[src/rtl/lemming_pkg.sv]
// Shared types for the lemming colony scheduler: state encoding, per-lemming
// context record and small state-classification helpers.
package lemming_pkg;

    typedef enum logic [2:0] {
        WALK_L = 3'd0,
        WALK_R = 3'd1,
        FALL_L = 3'd2,
        FALL_R = 3'd3,
        DIG_L  = 3'd4,
        DIG_R  = 3'd5,
        SPLAT  = 3'd6
    } lemming_state_t;

    // Direction of travel, carried implicitly by every non-SPLAT state
    localparam logic DIR_L = 1'b0;
    localparam logic DIR_R = 1'b1;

    // Fall counter width; large enough for any practical SPLAT_VISITS (< 32)
    localparam int FALL_CNT_W = 5;

    typedef struct packed {
        lemming_state_t              state;
        logic [FALL_CNT_W-1:0]       fall_cnt;
    } lemming_ctx_t;

    function automatic logic state_dir(input lemming_state_t s);
        return (s == WALK_R) || (s == FALL_R) || (s == DIG_R);
    endfunction

    function automatic logic is_dig(input lemming_state_t s);
        return (s == DIG_L) || (s == DIG_R);
    endfunction

    function automatic lemming_state_t walk_state(input logic dir);
        return (dir == DIR_R) ? WALK_R : WALK_L;
    endfunction

    function automatic lemming_state_t fall_state(input logic dir);
        return (dir == DIR_R) ? FALL_R : FALL_L;
    endfunction

    function automatic lemming_state_t dig_state(input logic dir);
        return (dir == DIR_R) ? DIG_R : DIG_L;
    endfunction

endpackage

[src/rtl/lemming_next_state.sv]
// Shared combinational evaluator: given one lemming's context and its inputs
// for this visit, produce the context it holds after the next clock edge.
module lemming_next_state
    import lemming_pkg::*;
#(
    parameter int unsigned SPLAT_VISITS = 5
) (
    input  lemming_ctx_t ctx,
    input  logic         bump_left,
    input  logic         bump_right,
    input  logic         ground,
    input  logic         dig,
    input  logic         dig_allowed,
    output lemming_ctx_t ctx_next,
    output logic         deny
);

    localparam logic [FALL_CNT_W-1:0] SPLAT_CNT = FALL_CNT_W'(SPLAT_VISITS);

    logic dir;

    // Next-state rules for a single visit; falling off the ground has priority
    always_comb begin
        ctx_next = ctx;
        deny     = 1'b0;
        dir      = state_dir(ctx.state);
        case (ctx.state)
            WALK_L, WALK_R: begin
                if (!ground) begin
                    ctx_next.state    = fall_state(dir);
                    ctx_next.fall_cnt = '0;
                end else if (dig && dig_allowed) begin
                    ctx_next.state = dig_state(dir);
                end else begin
                    // A refused dig falls through to the plain walking rules
                    deny = dig;
                    if (dir == DIR_L && bump_left) begin
                        ctx_next.state = WALK_R;
                    end else if (dir == DIR_R && bump_right) begin
                        ctx_next.state = WALK_L;
                    end
                end
            end
            DIG_L, DIG_R: begin
                if (!ground) begin
                    ctx_next.state    = fall_state(dir);
                    ctx_next.fall_cnt = '0;
                end
            end
            FALL_L, FALL_R: begin
                if (!ground) begin
                    if (ctx.fall_cnt < SPLAT_CNT) begin
                        ctx_next.fall_cnt = ctx.fall_cnt + 1'b1;
                    end
                end else if (ctx.fall_cnt >= SPLAT_CNT) begin
                    ctx_next.state = SPLAT;
                end else begin
                    ctx_next.state    = walk_state(dir);
                    ctx_next.fall_cnt = '0;
                end
            end
            default: begin
                // SPLAT (and unused codes) hold until reset
            end
        endcase
    end

endmodule

[src/rtl/lemming_tdm_scheduler.sv]
// Colony scheduler: a round-robin slot pointer time-shares one next-state
// evaluator across all stored lemming contexts and tracks digger/alive counts.
module lemming_tdm_scheduler
    import lemming_pkg::*;
#(
    parameter  int unsigned N_LEMMINGS   = 4,
    parameter  int unsigned SPLAT_VISITS = 5,
    parameter  int unsigned MAX_DIGGERS  = 1,
    localparam int          SLOT_W       = $clog2(N_LEMMINGS),
    localparam int          CNT_W        = $clog2(N_LEMMINGS + 1)
) (
    input  logic                  clk,
    input  logic                  reset,
    input  logic                  run,
    input  logic [N_LEMMINGS-1:0] bump_left,
    input  logic [N_LEMMINGS-1:0] bump_right,
    input  logic [N_LEMMINGS-1:0] ground,
    input  logic [N_LEMMINGS-1:0] dig,
    output logic [N_LEMMINGS-1:0] walk_left,
    output logic [N_LEMMINGS-1:0] walk_right,
    output logic [N_LEMMINGS-1:0] aaah,
    output logic [N_LEMMINGS-1:0] digging,
    output logic [N_LEMMINGS-1:0] dig_denied,
    output logic [SLOT_W-1:0]     cur_slot,
    output logic [CNT_W-1:0]      diggers,
    output logic [CNT_W-1:0]      alive
);

    lemming_ctx_t            ctx_q [N_LEMMINGS];
    lemming_ctx_t            ctx_d [N_LEMMINGS];
    logic [SLOT_W-1:0]       slot_q, slot_d;
    logic [CNT_W-1:0]        diggers_q, diggers_d;
    logic [CNT_W-1:0]        alive_q, alive_d;
    logic [N_LEMMINGS-1:0]   dig_denied_q, dig_denied_d;

    lemming_ctx_t            sel_ctx;
    lemming_ctx_t            eval_ctx;
    logic                    eval_deny;
    logic                    dig_allowed;

    assign sel_ctx     = ctx_q[slot_q];
    assign dig_allowed = (diggers_q < CNT_W'(MAX_DIGGERS));

    lemming_next_state #(
        .SPLAT_VISITS (SPLAT_VISITS)
    ) u_eval (
        .ctx         (sel_ctx),
        .bump_left   (bump_left[slot_q]),
        .bump_right  (bump_right[slot_q]),
        .ground      (ground[slot_q]),
        .dig         (dig[slot_q]),
        .dig_allowed (dig_allowed),
        .ctx_next    (eval_ctx),
        .deny        (eval_deny)
    );

    // Commit the evaluated context for the selected slot and adjust counters
    always_comb begin
        ctx_d        = ctx_q;
        slot_d       = slot_q;
        diggers_d    = diggers_q;
        alive_d      = alive_q;
        dig_denied_d = '0;
        if (run) begin
            ctx_d[slot_q] = eval_ctx;
            slot_d        = (slot_q == SLOT_W'(N_LEMMINGS - 1)) ? '0 : slot_q + 1'b1;
            if (is_dig(eval_ctx.state) && !is_dig(sel_ctx.state)) begin
                diggers_d = diggers_q + 1'b1;
            end else if (!is_dig(eval_ctx.state) && is_dig(sel_ctx.state)) begin
                diggers_d = diggers_q - 1'b1;
            end
            if (eval_ctx.state == SPLAT && sel_ctx.state != SPLAT) begin
                alive_d = alive_q - 1'b1;
            end
            dig_denied_d[slot_q] = eval_deny;
        end
    end

    // State registers with synchronous reset to an all-walking-left colony
    always_ff @(posedge clk) begin
        if (reset) begin
            for (int k = 0; k < N_LEMMINGS; k++) begin
                ctx_q[k] <= '{state: WALK_L, fall_cnt: '0};
            end
            slot_q       <= '0;
            diggers_q    <= '0;
            alive_q      <= CNT_W'(N_LEMMINGS);
            dig_denied_q <= '0;
        end else begin
            ctx_q        <= ctx_d;
            slot_q       <= slot_d;
            diggers_q    <= diggers_d;
            alive_q      <= alive_d;
            dig_denied_q <= dig_denied_d;
        end
    end

    // Moore output decode from the stored contexts
    always_comb begin
        walk_left  = '0;
        walk_right = '0;
        aaah       = '0;
        digging    = '0;
        for (int k = 0; k < N_LEMMINGS; k++) begin
            walk_left[k]  = (ctx_q[k].state == WALK_L) || (ctx_q[k].state == DIG_L);
            walk_right[k] = (ctx_q[k].state == WALK_R) || (ctx_q[k].state == DIG_R);
            aaah[k]       = (ctx_q[k].state == FALL_L) || (ctx_q[k].state == FALL_R);
            digging[k]    = is_dig(ctx_q[k].state);
        end
    end

    assign cur_slot   = slot_q;
    assign diggers    = diggers_q;
    assign alive      = alive_q;
    assign dig_denied = dig_denied_q;

endmodule
[config.mk]
export PLATFORM = sky130hd
export DESIGN_NAME = lemming_tdm_scheduler
export DESIGN_NICKNAME = d
export VERILOG_FILES = /design/src/rtl/lemming_pkg.sv /design/src/rtl/lemming_next_state.sv /design/src/rtl/lemming_tdm_scheduler.sv
export SDC_FILE = /design/constraint.sdc
export NUM_CORES = 1
export LEC_CHECK = 0
export ABC_AREA = 0
export ABC_CLOCK_PERIOD_IN_PS = 2650
export CAP_MARGIN = 20
export CORE_ASPECT_RATIO = 1.2
export CORE_MARGIN = 1
export CORE_UTILIZATION = 30
export DETAILED_ROUTE_END_ITERATION = 10
export DONT_BUFFER_PORTS = 1
export HOLD_SLACK_MARGIN = 0.06
export REMOVE_ABC_BUFFERS = 1
export SLEW_MARGIN = 40
export SYNTH_ARGS = -nofsm -noshare
export SYNTH_HDL_FRONTEND = slang
export SYNTH_SLANG_ARGS = --single-unit
[constraint.sdc]
create_clock -name clk -period 2.65 [get_ports clk]
set_input_delay 0.265 -clock clk [delete_from_list [all_inputs] [get_ports clk]]
set_output_delay 0.265 -clock clk [all_outputs]
set_load 0.05 [all_outputs]
* After elaboration in Yosys (flattened, before gate mapping) *
Index checks and enable logic that the tools add are counted.

word-level totals
  logic and storage cells = 137
  bits in registers = 44

cells by class
  reduce and logical (&&, ||, !) cells = 42
  eq/ne operators = 30
  bitwise gates (word level) = 4
  $add $sub $neg = 5
  order comparisons = 7
  multiplexer cells = 37

operators by type and width
  kind                                                                                 number
  3-bit equality test, second input constant                                           13
  32-bit bitwise mux                                                                   1
  8-bit two-way mux                                                                    4
  3-bit by 2-bit equality test with 1-bit output, second input constant                10
  3-bit two-way mux                                                                    8
  8-bit one-hot mux with 3 select lines                                                1
  1-bit logical OR                                                                     20
  5-bit two-way mux                                                                    4
  8-bit binary-select mux with 2-bit select                                            1
  8-bit demux with 2-bit select                                                        1
  3-bit by 1-bit equality test with 1-bit output, second input constant                5
  3-bit zero test                                                                      5
  1-bit two-way mux                                                                    11
  1-bit binary-select mux with 2-bit select                                            4
  1-bit logical AND                                                                    8
  2-bit OR reduction                                                                   4
  3-bit by 1-bit < comparator with 1-bit output, second input constant                 2
  3-bit by 1-bit subtractor with 3-bit output, second input constant                   2
  5-bit by 1-bit adder with 5-bit output, second input constant                        1
  5-bit by 3-bit greater-or-equal comparator with 1-bit output, second input constant  1
  5-bit by 3-bit < comparator with 1-bit output, second input constant                 1
  4-bit AND                                                                            1
  2-bit AND reduction                                                                  2
  3-bit by 1-bit adder with 3-bit output, second input constant                        1
  12 further kinds                                                                     14

* Logic depth before layout (Yosys ltp) *
Gate-level depths: netlist (run 1).

  word-level depth = 19
  mapped depth = 11
  gate-level depth less buffers = 9

* Hierarchy *
Synthesis (run 1) repeated with hierarchy kept, for this count alone.

second synthesis, totals
  cell total of the unflattened synthesis = 282
  area, all modules = 2392.3 sq um

by module, submodules not included
  module                 area each (sq um)  cells an instance  instances  seq. area each (sq um)
  lemming_tdm_scheduler  2110.8             236                1          880.8
  lemming_next_state     281.5              46                 1          0.0

* Worst setup path after synthesis (run 1) *
Ideal clock, no wire load.

  path type = register to register
  from = reg slot_q[0], in the netlist cur_slot[0]
  to = reg alive_q[0], in the netlist alive[0]
  setup time = 121 ps
  cell stages (with the launch flop) = 11
  path slack = -462 ps
  period minus slack after synthesis = 3112 ps
  path buffers = 2
  data arrival time = 2991 ps
  cell sequence = dfxtp_1 > buf_6 > buf_6 > mux4_2 > ha_1 > inv_1 > o41a_1 > o22ai_2 > a311oi_4 > nor2_2 > mux2_4

between the ends
  word-level cells in the longest chain between the ends = 16

RTL lines
  element                                                                                                                  RTL line                                            text
  from (decl)                                                                                                              lemming_tdm_scheduler.sv:31                         logic [SLOT_W-1:0] slot_q, slot_d;
  from (signal assigned)                                                                                                   lemming_tdm_scheduler.sv:91                         slot_q <= slot_d;
  2-bit inverter with 3-bit output (implied by the code)                                                                   lemming_tdm_scheduler.sv:41                         assign sel_ctx = ctx_q[slot_q];
  8-bit binary-select mux with 2-bit select                                                                                lemming_tdm_scheduler.sv:41
  8-bit two-way mux (implied by the code) (2 in a row)                                                                     lemming_tdm_scheduler.sv:41
  3-bit by 1-bit equality test with 1-bit output / 3-bit by 2-bit equality test with 1-bit output (equally long branches)  lemming_pkg.sv:28, lemming_next_state.sv:27
  1-bit logical OR (2 in a row)                                                                                            lemming_pkg.sv:28                                   return (s == WALK_R) || (s == FALL_R) || (s == DIG_R);
  1-bit logical AND / 1-bit inverter (equally long branches)                                                               lemming_next_state.sv:39, lemming_next_state.sv:37
  3-bit two-way mux / 1-bit logical AND (equally long branches)                                                            lemming_next_state.sv:39, lemming_next_state.sv:37
  3-bit two-way mux                                                                                                        lemming_next_state.sv:37                            if (dir == DIR_L && bump_left) begin
  3-bit two-way mux                                                                                                        lemming_next_state.sv:32                            end else if (dig && dig_allowed) begin
  3-bit two-way mux                                                                                                        lemming_next_state.sv:29                            if (!ground) begin
  8-bit one-hot mux with 3 select lines                                                                                    lemming_next_state.sv:27                            case (ctx.state)
  3-bit equality test                                                                                                      lemming_tdm_scheduler.sv:72                         if (eval_ctx.state == SPLAT && sel_ctx.state != SPLAT) begin
  1-bit logical AND *                                                                                                      lemming_tdm_scheduler.sv:72
  2-bit AND reduction (no line) *                                                                                          n/a
  to (signal assigned)                                                                                                     lemming_tdm_scheduler.sv:87                         alive_q <= CNT_W'(N_LEMMINGS);
  to (signal assigned)                                                                                                     lemming_tdm_scheduler.sv:93                         alive_q <= alive_d;
  to (decl)                                                                                                                lemming_tdm_scheduler.sv:33                         logic [CNT_W-1:0] alive_q, alive_d;

Every way passes the cells marked *; elsewhere a longest branch is shown, timed or not. The select of a mux whose other input is x is not followed.
A chain may end at the register's enable or synchronous reset.

* Worst setup path in the final report (run 1) *
Ends and elaborated chain as after synthesis.

==> impl_metrics.yaml, run 1 <==
global_routing:
  grt_pass1_wl_mm: 9.701
  grt_pass1_vias: 1964
  grt_antenna_before_repair: 0
  grt_max_degree: 27
  grt_usage_pct: 14.96
  grt_overflow: 0
sta:
  fin_crit_ns: 2.513
  fin_crit_sh_pct: 94.81
  setup_ws_ns: 0.1375
  fin_skew_ns: 0.009182
  setup_viol: 0
  rsz0062_at_grt: "no"
  clock.fmax_mhz: 398.0
  timing.slew.headroom_pct: 41.38
  worstMarginPinSlew_ns: 0.8761
  drv_slew: 0
  hold_violations: 0
synthesis:
  yosys_warnings: 0
  yosysSeqAreaShare_pct: 36.14
  yosys.area.top_type: "dfxtp_1"
  synth_flop_cell: "dfxtp_1"
  yosysTopAreaCellShare_pct: 36.14
  ys_async_sr_fraction_pct: 0
  synth_edf_count: 0
  synth.distinct_cells: 50
  avgSynthCellArea_sq_um: 9.061
  synth_cells: 269
  ys_seq_elements: 44
  synth_area_leaders: "dfxtp_1 36%, mux4_2 10%, a21oi_1 6.2%"
  syn_area_sq_um: 2437
worst_setup_path:
  critPathCaptureType: "flip-flop"
  worstPathArrival_ns: 2.71
  worstPathRequired_ns: 2.85
  worstPathCellList: "mux4_2 > ha_1 > inv_1 > o41a_1 > o22ai_2 > a311oi_4 > nor2_2 > mux2_4"
  worstPathMaxFanout: 5
  critical_path_class: "reg -> reg"
  reg2reg_to: "alive[0]"
  slowest_stage: "mux4_2"
  slowest_delay_ns: 0.58
  crit_path_end: "alive[0]"
  start_kind: "flip-flop"
  reg2reg_depth: 8
  crit_start: "cur_slot[0]"
  reg2reg_slack_ns: 0.14
  r2r-start: "cur_slot[0]"
finish:
  areaGrowthSynthToFinish_pct: 14.73
  seqCellArea_sq_um: 882.1
  fill_cells: 801
  mostFrequentLayoutCells: "43 x dfxtp_1, 32 x nand2_1, 30 x a21oi_1, 26 x nor2_1, 21 x buf_4"
  layout_commonest_cell: "dfxtp_1"
  nets: 313
  insertedDiodeCount: 0
  final_cell_count_no_fill: 377
  multi_input_area_sq_um: 1463
  drive_above_1_share_pct: 22.11
clock_network:
  cts_root_buffer: "clkbuf_8"
  cts_tree: "done"
  insertion_delay_ns: 0.31
  postCtsSetupRepairBufs: 0
  cts_made_buffers: 5
  clock-sinks: 44
  clk_pin_slew_ns: 0.09
  clockBufferDepth: 2
  htreeDepth: 2
hold_path:
  hold_path.class: "in -> reg"
status:
  status: "complete, but fails checks"
  violations: "DRC"
routing:
  viasPerCell: 5.358
  drc: 8
  firstDrtPassIters: 7
  postRouteWirelength_mm: 6.048
  avgRoutedWirePerCell_microns: 16.04
  antenna_left: 0
  drtIter0Drc: 102
  vias: 2020
placement:
  post-place-ws_ns: 0.1612
  dpl.hpwl_mm: 4.482
  gp_congestion: 0.9137
  place_inst: 368
  numPortBuffers: 0
floorplanning:
  fp.dieH_microns: 100.7
  core_area_sq_um: 7795
  initial_core_util_pct: 31.27
  dieWidth_microns: 84.28
  pin_count: 47
  fp.dieArea_sq_um: 8490
  row_count: 35
power_and_ir_drop:
  p_per_area_nw_per_um2: 630.5
  ir_drop_uv: 176.9
  power.leakage_nw: 1.013
job:
  cap_violations: 0
-- per-stage QoR --
stage / cell area (sq um) / utilization [%] / hold WS (ns) / TNS [ns] / total power, mW
global route: 2796 / 35.87 / 0.1657 / 0 / 1.837
CTS: 2793 / 35.83 / 0.1233 / 0 / 1.772
finish: 2796 / 35.87 / 0.1320 / 0 / 1.763
detailed placement: 2661 / 34.14 / 0.3421 / 0 / 1.210
global placement: 2639 / 33.85 / 0.3402 / 0 / 1.199
floorplan: 2365 / - / 0.3341 / -10.64 / 1.091
-- how the worst min path moves through the flow --
| stage | depth (start not counted) | slack (ns) | start | end |
|---|---|---|---|---|
| 3_3_place_gp | 1 | 0.34 | reset | cur_slot[0] |
| 6_report | 2 | 0.13 | run | cur_slot[1] |
| 2_1_floorplan | 1 | 0.33 | reset | ctx_q[11] |
| 3_5_place_dp | 1 | 0.34 | reset | cur_slot[0] |
| 5_1_grt | 2 | 0.17 | run | dig_denied[0] |
| 4_1_cts | 2 | 0.12 | run | cur_slot[1] |
-- cell families after synthesis --
family	Yosys count	share of synthesized area, %
AND/OR/NAND/NOR	97	20.17
AO/OA/AOI/OAI	70	18.79
flip-flops	44	36.14
buffers and inverters	28	5.133
multiplexers	17	13.55
adder cells (fa/ha/maj)	10	5.133
XOR/XNOR	3	1.078
-- timing repair --
| item | 4_1_cts | 5_1_grt |
|---|---|---|
| hold buffers | 1 | 0 |
| endpoints found under the hold margin | 26 | 0 |
| resized for setup | 0 | 1 |
| endpoints found under the setup margin | 0 | 3 |
-- synth_stat cells (all sizes together) (3+ instances only) --
master / number
inv: 14
a211oi: 9
ha: 10
nor2: 30
a21oi: 31
nand2: 32
clkbuf: 9
o21ai: 13
dfxtp: 44
buf: 5
o211ai: 3
nor2b: 15
mux2i: 3
nor3: 4
mux4: 12
and2: 4
-- critical path: cells and delay by family (launching register included) --
family                   cells  cell delay, ns
multiplexers                 2            0.88
AO/OA/AOI/OAI                3            0.76
flip-flops                   1            0.38
adder cells (fa/ha/maj)      1            0.21
AND/OR/NAND/NOR              1            0.10
buffers and inverters        1            0.07
-- layout make-up --
| class | count | area share, % |
|---|---|---|
| flip-flops and latches | 44 | 31.54 |
| clock inverters | 2 | 1.387 |
| multi-input cells | 197 | 52.30 |
| clock buffers | 6 | 2.953 |
| well taps | 92 | 4.116 |
| inverters | 14 | 1.879 |
| repair buffers | 22 | 5.817 |
-- flip-flops by register name, summed over array words and instances, names as in the netlist --
signal	count
cur_slot	2
diggers	3
alive	3
ctx_q	32
dig_denied	4
-- power by group --
group | internal, mW | switching (mW) | total [mW]
registers | 0.693 | 0.0334 | 0.726
clock network | 0.309 | 0.249 | 0.557
logic | 0.174 | 0.306 | 0.480
-- per-layer routing --
layer  global-route usage [%]  share of wire [%]  vias up
met5                        0                  0        -
met3                    3.194                3.9       14
met1                    15.85                 41      974
met2                    26.92                 51       38
li1                         -                  -      994
met4                    9.814                4.1        0
(Power assumes the default switching activity.)
==> run 2, diff against run 1 <==
--- a/config.mk
+++ b/config.mk
@@ -9,7 +9,6 @@
 export ABC_CLOCK_PERIOD_IN_PS = 2650
 export CAP_MARGIN = 20
 export CORE_ASPECT_RATIO = 1.2
-export CORE_MARGIN = 1
 export CORE_UTILIZATION = 30
 export DETAILED_ROUTE_END_ITERATION = 10
 export DONT_BUFFER_PORTS = 1
==> results of run 2 <==
Final layout, timing and power as in run 1 (identical DEF).
